`config.mk`:
```
export PLATFORM = sky130hd
export DESIGN_NAME = csa_share_arbiter
export DESIGN_NICKNAME = d
export VERILOG_FILES = /design/src/rtl/csa_share_arbiter.sv
export SDC_FILE = /design/constraint.sdc
export NUM_CORES = 1
export LEC_CHECK = 0
export CAP_MARGIN = 25
export CELL_PAD_IN_SITES_DETAIL_PLACEMENT = 0
export CELL_PAD_IN_SITES_GLOBAL_PLACEMENT = 1
export CORE_UTILIZATION = 35
export CTS_CLUSTER_SIZE = 12
export DETAILED_ROUTE_END_ITERATION = 16
export PLACE_DENSITY = 0.92
export SLEW_MARGIN = 20
export SYNTH_ARGS = -nofsm -noshare
export SYNTH_HDL_FRONTEND = slang
export SYNTH_SLANG_ARGS = --single-unit
```
`constraint.sdc`:
```
create_clock -name clk -period 4.6 [get_ports clk]
set_clock_uncertainty 0.1 [all_clocks]
set_input_delay 1.15 -clock clk [delete_from_list [all_inputs] [get_ports clk]]
set_output_delay 1.15 -clock clk [all_outputs]
set_load 0.005 [all_outputs]
```
`src/rtl/csa_share_arbiter.sv`:
```
// Round-robin arbiter sharing one 16-bit carry-select add/subtract unit among NREQ
// requesters; one operation in flight, result returned on a valid/ready channel.

module csa_add16 (
   input  logic [15:0] a_i,
   input  logic [15:0] b_i,
   input  logic        mod_i,
   output logic [15:0] y_o,
   output logic        ovf_o
);
   logic [15:0] bx;
   logic [8:0]  lo;
   logic [8:0]  hi0;
   logic [8:0]  hi1;

   // Upper byte is computed for both carry-ins and selected by the lower carry.
   assign bx  = b_i ^ {16{mod_i}};
   assign lo  = {1'b0, a_i[7:0]} + {1'b0, bx[7:0]} + {8'd0, mod_i};
   assign hi0 = {1'b0, a_i[15:8]} + {1'b0, bx[15:8]};
   assign hi1 = {1'b0, a_i[15:8]} + {1'b0, bx[15:8]} + 9'd1;

   assign y_o   = {(lo[8] ? hi1[7:0] : hi0[7:0]), lo[7:0]};
   assign ovf_o = lo[8] ? hi1[8] : hi0[8];
endmodule

// state  | meaning
// S_IDLE | no operation outstanding; arbitration window open
// S_EXEC | CSA fed from latched operands; result captured at the edge
// S_RESP | rsp_valid high; handshake reopens the arbitration window
module csa_share_arbiter #(
   parameter int NREQ = 4,
   parameter int IDW  = 2
) (
   input  logic              clk,
   input  logic              rst_n,
   input  logic [NREQ-1:0]   req_valid,
   input  logic [NREQ-1:0]   req_op,
   input  logic [16*NREQ-1:0] req_a,
   input  logic [16*NREQ-1:0] req_b,
   output logic [NREQ-1:0]   req_ready,
   output logic              rsp_valid,
   input  logic              rsp_ready,
   output logic [IDW-1:0]    rsp_id,
   output logic [15:0]       rsp_y,
   output logic              rsp_cout,
   output logic              busy,
   output logic [15:0]       op_count
);
   typedef enum logic [1:0] {S_IDLE = 2'd0, S_EXEC = 2'd1, S_RESP = 2'd2} state_t;

   state_t          state_q, state_d;
   logic [IDW-1:0]  rr_ptr_q, rr_ptr_d;
   logic [IDW-1:0]  id_q, rsp_id_q;
   logic [15:0]     a_q, b_q, rsp_y_q, op_count_q;
   logic            op_q, rsp_cout_q;
   logic [15:0]     csa_y;
   logic            csa_ovf;
   logic [NREQ-1:0] rot;
   logic            found;
   logic [IDW:0]    sum;
   logic [IDW-1:0]  win_idx;
   logic [15:0]     win_a, win_b;
   logic            win_op;
   logic            rsp_hs, window, grant;

   csa_add16 u_csa (
      .a_i   (a_q),
      .b_i   (b_q),
      .mod_i (op_q),
      .y_o   (csa_y),
      .ovf_o (csa_ovf)
   );

   // Rotate so bit 0 is the requester at rr_ptr, then take the first set bit.
   always_comb begin
      rot     = NREQ'({req_valid, req_valid} >> rr_ptr_q);
      found   = 1'b0;
      sum     = '0;
      win_idx = '0;
      for (int k = 0; k < NREQ; k++) begin
         if (!found && rot[k]) begin
            found = 1'b1;
            sum   = {1'b0, rr_ptr_q} + (IDW+1)'(k);
            if (sum >= (IDW+1)'(NREQ)) sum = sum - (IDW+1)'(NREQ);
            win_idx = sum[IDW-1:0];
         end
      end
   end

   always_comb begin
      win_a  = '0;
      win_b  = '0;
      win_op = 1'b0;
      for (int i = 0; i < NREQ; i++) begin
         if (win_idx == IDW'(i)) begin
            win_a  = req_a[16*i +: 16];
            win_b  = req_b[16*i +: 16];
            win_op = req_op[i];
         end
      end
   end

   assign rsp_hs    = (state_q == S_RESP) && rsp_ready;
   assign window    = (state_q == S_IDLE) || rsp_hs;
   assign grant     = window && found;
   // Gated by rst_n so no grant is presented while reset is held.
   assign req_ready = (grant && rst_n) ? (NREQ'(1) << win_idx) : '0;

   always_comb begin
      state_d  = state_q;
      rr_ptr_d = rr_ptr_q;
      case (state_q)
         S_IDLE, S_RESP: begin
            if (grant) begin
               state_d  = S_EXEC;
               rr_ptr_d = (win_idx == IDW'(NREQ-1)) ? '0 : win_idx + IDW'(1);
            end else if (rsp_hs) begin
               state_d = S_IDLE;
            end
         end
         S_EXEC:  state_d = S_RESP;
         default: state_d = S_IDLE;
      endcase
   end

   always_ff @(posedge clk or negedge rst_n) begin
      if (!rst_n) begin
         state_q    <= S_IDLE;
         rr_ptr_q   <= '0;
         a_q        <= '0;
         b_q        <= '0;
         op_q       <= 1'b0;
         id_q       <= '0;
         rsp_y_q    <= '0;
         rsp_cout_q <= 1'b0;
         rsp_id_q   <= '0;
         op_count_q <= '0;
      end else begin
         state_q  <= state_d;
         rr_ptr_q <= rr_ptr_d;
         if (grant) begin
            a_q  <= win_a;
            b_q  <= win_b;
            op_q <= win_op;
            id_q <= win_idx;
         end
         if (state_q == S_EXEC) begin
            rsp_y_q    <= csa_y;
            rsp_cout_q <= csa_ovf;
            rsp_id_q   <= id_q;
         end
         if (rsp_hs) op_count_q <= op_count_q + 16'd1;
      end
   end

   assign rsp_valid = (state_q == S_RESP);
   assign busy      = (state_q != S_IDLE);
   assign rsp_id    = rsp_id_q;
   assign rsp_y     = rsp_y_q;
   assign rsp_cout  = rsp_cout_q;
   assign op_count  = op_count_q;
endmodule
```
; Yosys cells after proc, flatten, opt, wreduce, memory -nomap -nowiden
; Cells that the tools add are included.
[op_classes]
n_addsub = 13
mul = 0
n_div = 0
order_cmp = 4
n_eq_ne = 6
n_shift = 2
muxes = 31
bitwise = 1
reduce_logical = 15
[op_table]
columns = op, n
row1 = two-way mux 16 bit, 8
row2 = two-way mux 2 bit, 11
row3 = adder 8 x 8 -> 9 bit, 2
row4 = adder 16 x 1 -> 16 bit (second input constant), 1
row5 = XOR 16 bit, 1
row6 = adder 9 x 1 -> 9 bit, 1
row7 = adder 9 x 1 -> 9 bit (second input constant), 1
row8 = greater-or-equal comparator 3 bit (second input constant), 3
row9 = two-way mux 1 bit, 9
row10 = two-way mux 8 bit, 1
row11 = right shift 8 x 2 -> 4 bit, 1
row12 = subtractor 2 x 1 -> 2 bit (second input constant), 4
row13 = adder 2 x 2 -> 3 bit (second input constant), 2
row14 = equality test 2 bit (second input constant), 3
row15 = logical AND 1 bit, 6
row16 = equality test 2 x 1 -> 1 bit (second input constant), 2
row17 = zero test 2 bit, 2
row18 = two-way mux 4 bit, 1
row19 = case mux 2 bit (2 select lines), 1
row20 = left shift 1 x 2 -> 4 bit (first input constant), 1
row21 = adder 2 x 1 -> 3 bit (second input constant), 1
row22 = greater-or-equal comparator 2 x 3 -> 1 bit (second input constant), 1
row23 = zero test 1 bit, 3
row24 = inequality test 3 bit (second input constant), 1
row25 = 5 further kinds, 5
[totals]
reg_bits = 74
latchBits = 0
ram_bits = 0
romBits = 0
in_bits = 139
output_inout_bits = 41
elab_cells = 82
n_memories = 0

; Longest topological paths before layout
[logic_depth]
ltp_word = 16
ltp_mapped = 13
depth_no_buf = 11

; By module
; A second synthesis with hierarchy kept.
[unflattened]
hier_cells = 525
hier_area_um2 = 4878.4
[by_module_without_submodules]
columns = module, n_inst, cells_per_inst, area_each_um2, seq_area_each_um2
row1 = csa_share_arbiter, 1, 403, 3940.0, 1851.8
row2 = csa_add16, 1, 122, 938.4, 0.0

; Worst setup path before layout
; No wires, ideal clock.
[synth_timing]
path_type = input port to output port
from = in req_valid[2]
to = out req_ready[3]
t_arrival_ps = 2663
required_time_ps = 3350
slack_ps = 687
path_stages = 7
path_buffers = 2
path_cell_list = nand2b_1 a21oi_1 a211oi_1 ha_1 clkbuf_1 clkbuf_1 and3_1
[synth_between]
elab_cells_between_ends = 19
classes_between = shift: 2 / mux: 9 / reduce/logical: 8
[synth_lines]
columns = element, line
row1 = start: declaration, 36  ; input logic [NREQ-1:0] req_valid,
row2 = right shift 8 x 2 -> 4 bit *, 76  ; rot = NREQ'({req_valid, req_valid} >> rr_ptr_q);
row3 = two-way mux 1 bit, 81  ; if (!found && rot[k]) begin
row4 = zero test 1 bit, 81
row5 = logical AND 1 bit, 81
row6 = two-way mux 1 bit, 81
row7 = zero test 1 bit, 81
row8 = logical AND 1 bit, 81
row9 = two-way mux 1 bit, 81
row10 = zero test 1 bit, 81
row11 = logical AND 1 bit, 81
row12 = two-way mux 2 bit *, 81
row13 = net win_idx[0], 61  ; logic [IDW-1:0] win_idx;
row14 = left shift 1 x 2 -> 4 bit *, 107  ; assign req_ready = (grant && rst_n) ? (NREQ'(1) << win_idx) : '0;
row15 = two-way mux 4 bit *, 107
row16 = end: declaration, 40  ; output logic [NREQ-1:0] req_ready,
; The timed path passes the listed nets; every way through them passes the cells marked *.

; Worst setup path in the final report
[layout_timing]
from = in req_valid[3]
to = out req_ready[1]
; The elaborated chain is that of the path after synthesis.

==> out/results.ini <==
[detailed_routing]
via_per_inst = 5.18
wl_per_cell_um = 15.0
ant_nets = 0
drc = 0
wirelength_mm = 13.5
initialDrtViolationCount = 244
via_count = 4687
firstDrtPassIters = 4

[worst_setup_path]
cp_max_fo = 5
reg2reg_from = op_q$_DFFE_PN0P_
worstReg2RegEnd = rsp_y[14]$_DFFE_PN0P_
critPathLaunchType = input port
required_ns = 3.35
worstSetupPathType = input port to output port
reg2reg_depth = 10
reg2reg_slack_ns = 1.21
worstPathArrival_ns = 3.13
critPathCaptureType = output port

[clock_network]
clk_pin_slew_ns = 0.06
cts_buffer_depth = 2
cts-buffers-inserted = 9
cts_setup_buffers = 0
cts-root-buf = clkbuf_16
htreeDepth = 3
clkSinkCount = 74
cts_tree = done
clk_latency_ns = 0.34
cts_resized = 0
ctsHoldBuffers = 0

[place]
port-buffer-count = 179
gp_congestion = 0.817
dpl.hpwl_mm = 10.6
placed_cell_area_mm2 = 0.00683

[min_path]
hold_class = flop to flop
hold_end = op_count[15]$_DFFE_PN0P_
min_path_cells = 1
hp-start = op_count[15]$_DFFE_PN0P_

[floorplan]
initial_core_util_pct = 36.4
die_w_um = 120
row_count = 42
die-area_mm2 = 0.0145
fp.dieH_um = 120
core-area_mm2 = 0.0135
ios = 180

[global_route]
grt_max_degree = 75
antenna_found_initial = 0
gr-total-overflow = 0
track_usage_pct = 18.8
grt_pass1_wl_mm = 21.9
grt_pass1_vias = 4568

[synthesis]
ys_types = 54
synthFlopType = dfrtp_1
async_flop_share_pct = 100
synth_top_area_share_pct = 37.8
avgSynthCellArea_um2 = 8.69
syn_inst = 564
syn_nets = 726
synthesis.area_mm2 = 0.00490
synth_top_cell_by_area = dfrtp_1
ys_seq_area_share_pct = 37.8
ys_seq_elements = 74
yosys-top-cells-area = dfrtp_1 38%, a21oi_1 8.0%, a221oi_1 5.7%
synth_commonest_cells = 78 x a21oi_1, 74 x dfrtp_1, 46 x nor2_1
yosys_warnings = 0
synth_most_common_cell = a21oi_1
synth_edf_count = 0

[status]
status = complete, no violations

[cells_and_area]
drive_gt1_share_pct = 5.77
fin_util_pct = 53.5
syn2layout_area_growth_pct = 46.9
multi_input_area_mm2 = 0.00287
fillers = 1259
seqCellArea_mm2 = 0.00185
stdcell_area_mm2 = 0.00720
final_nets = 885
n_antenna_cell = 0

[sta]
rsz0062_at_grt = false
hold_viol_final = 0
achievable-frequency_mhz = 228
fin_tns_setup_ns = 0
period_needed_ns = 4.38
relSlewSlack_pct = 46.1
fin_crit_sh_pct = 95.3
hold_slack_ns = 0.366
setup_viol = 0
tightest_slew_ns = 0.808
drv_slew = 0

[power]
leakagePower_uw = 0.00294
power.density_mw_per_mm2 = 830
finalPower_uw = 5980
irDropWorstVdd_mv = 0.342

[job]
cap_violations = 0

==> registers in the layout (all words and copies together), names as in the netlist <==
name,flops
a_q,16
op_q,1
op_count,16
rr_ptr_q,2
b_q,16
state_q,2
id_q,2
rsp_id,2
rsp_cout,1
rsp_y,16
==> critical path, cell delays in order <==
cell and delay (ns):
clkdlybuf4s50_1 0.56, mux2i_1 0.11, a211oi_1 0.25, buf_4 0.17, ha_1 0.23, and3_1 0.18
clkdlybuf4s50_1 0.50
==> stage by stage <==
stage          instances  setup WS, ns
6_report             904         0.217
5_1_grt              904        0.0601
4_1_cts              903         0.175
3_5_place_dp         887         0.180
3_3_place_gp         887         0.298
2_1_floorplan        564         0.687
==> how the worst max path moves through the flow <==
stage	slack [ns]	to	start	depth (start not counted)
after floorplan	0.69	req_ready[3]	req_valid[2]	7
after global placement	0.30	req_ready[0]	req_valid[3]	8
after detailed placement	0.18	req_ready[1]	req_valid[3]	7
after CTS	0.17	req_ready[1]	req_valid[3]	7
after global routing	0.06	req_ready[1]	req_valid[3]	7
final	0.22	req_ready[1]	req_valid[3]	7
==> report_power, final <==
| part | leakage, uW | internal, uW | switching (uW) | total (uW) |
|---|---|---|---|---|
| Combinational | 0.00188 | 1800 | 2180 | 3980 |
| Clock | 0.000163 | 532 | 276 | 808 |
| Sequential | 0.000902 | 954 | 230 | 1180 |
==> layer usage <==
metal	routed length, um	part of all wire (%)	up-vias	track usage, %
li1	-	-	2359	-
met1	6140	45	2164	24.4
met2	6480	48	154	31.7
met3	774	5.7	10	4.25
met4	124	0.92	0	4.40
met5	0	0	-	0
==> logic make-up (layout without fill, tap and decap cells) <==
kind of cell / after synthesis / after routing / share of synthesized area, %
flip-flops: 74 / 74 / 37.8
multiplexers: 6 / 6 / 1.30
AND/OR/NAND/NOR: 195 / 195 / 20.6
XOR/XNOR: 45 / 45 / 8.04
buffers and inverters: 54 / 218 / 4.37
AO/OA/AOI/OAI: 167 / 167 / 21.7
adder cells (fa/ha/maj): 23 / 23 / 6.18
==> cell usage in the layout, fill, tap and decap left out, drive strengths merged, types with 3 or more instances in the layout <==
cell,count
o31ai,3
ha,21
and2,3
nand2b,8
a21oi,78
bufinv,3
mux2,3
and3,7
a21o,6
clkbuf,10
nor4,3
clkdlybuf4s50,178
a211oi,5
buf,9
a31oi,4
xnor2,18
nor3,37
dfrtp,74
nand2,31
inv,15
a221oi,32
xor2,27
nor2,46
nor2b,35
o21ai,26
nand4b,3
mux2i,3
nand3,10
o211ai,4
==> final cells by class <==
cell class	count	area share (%)
Clock inverter	6	1.60
Clock buffer	10	3.18
Sequential cell	74	25.7
Inverter	15	0.782
Tap cell	176	3.06
Timing Repair Buffer	187	25.9
Multi-Input combinational cell	436	39.8
Note: power is estimated with default switching activity, not from simulation.
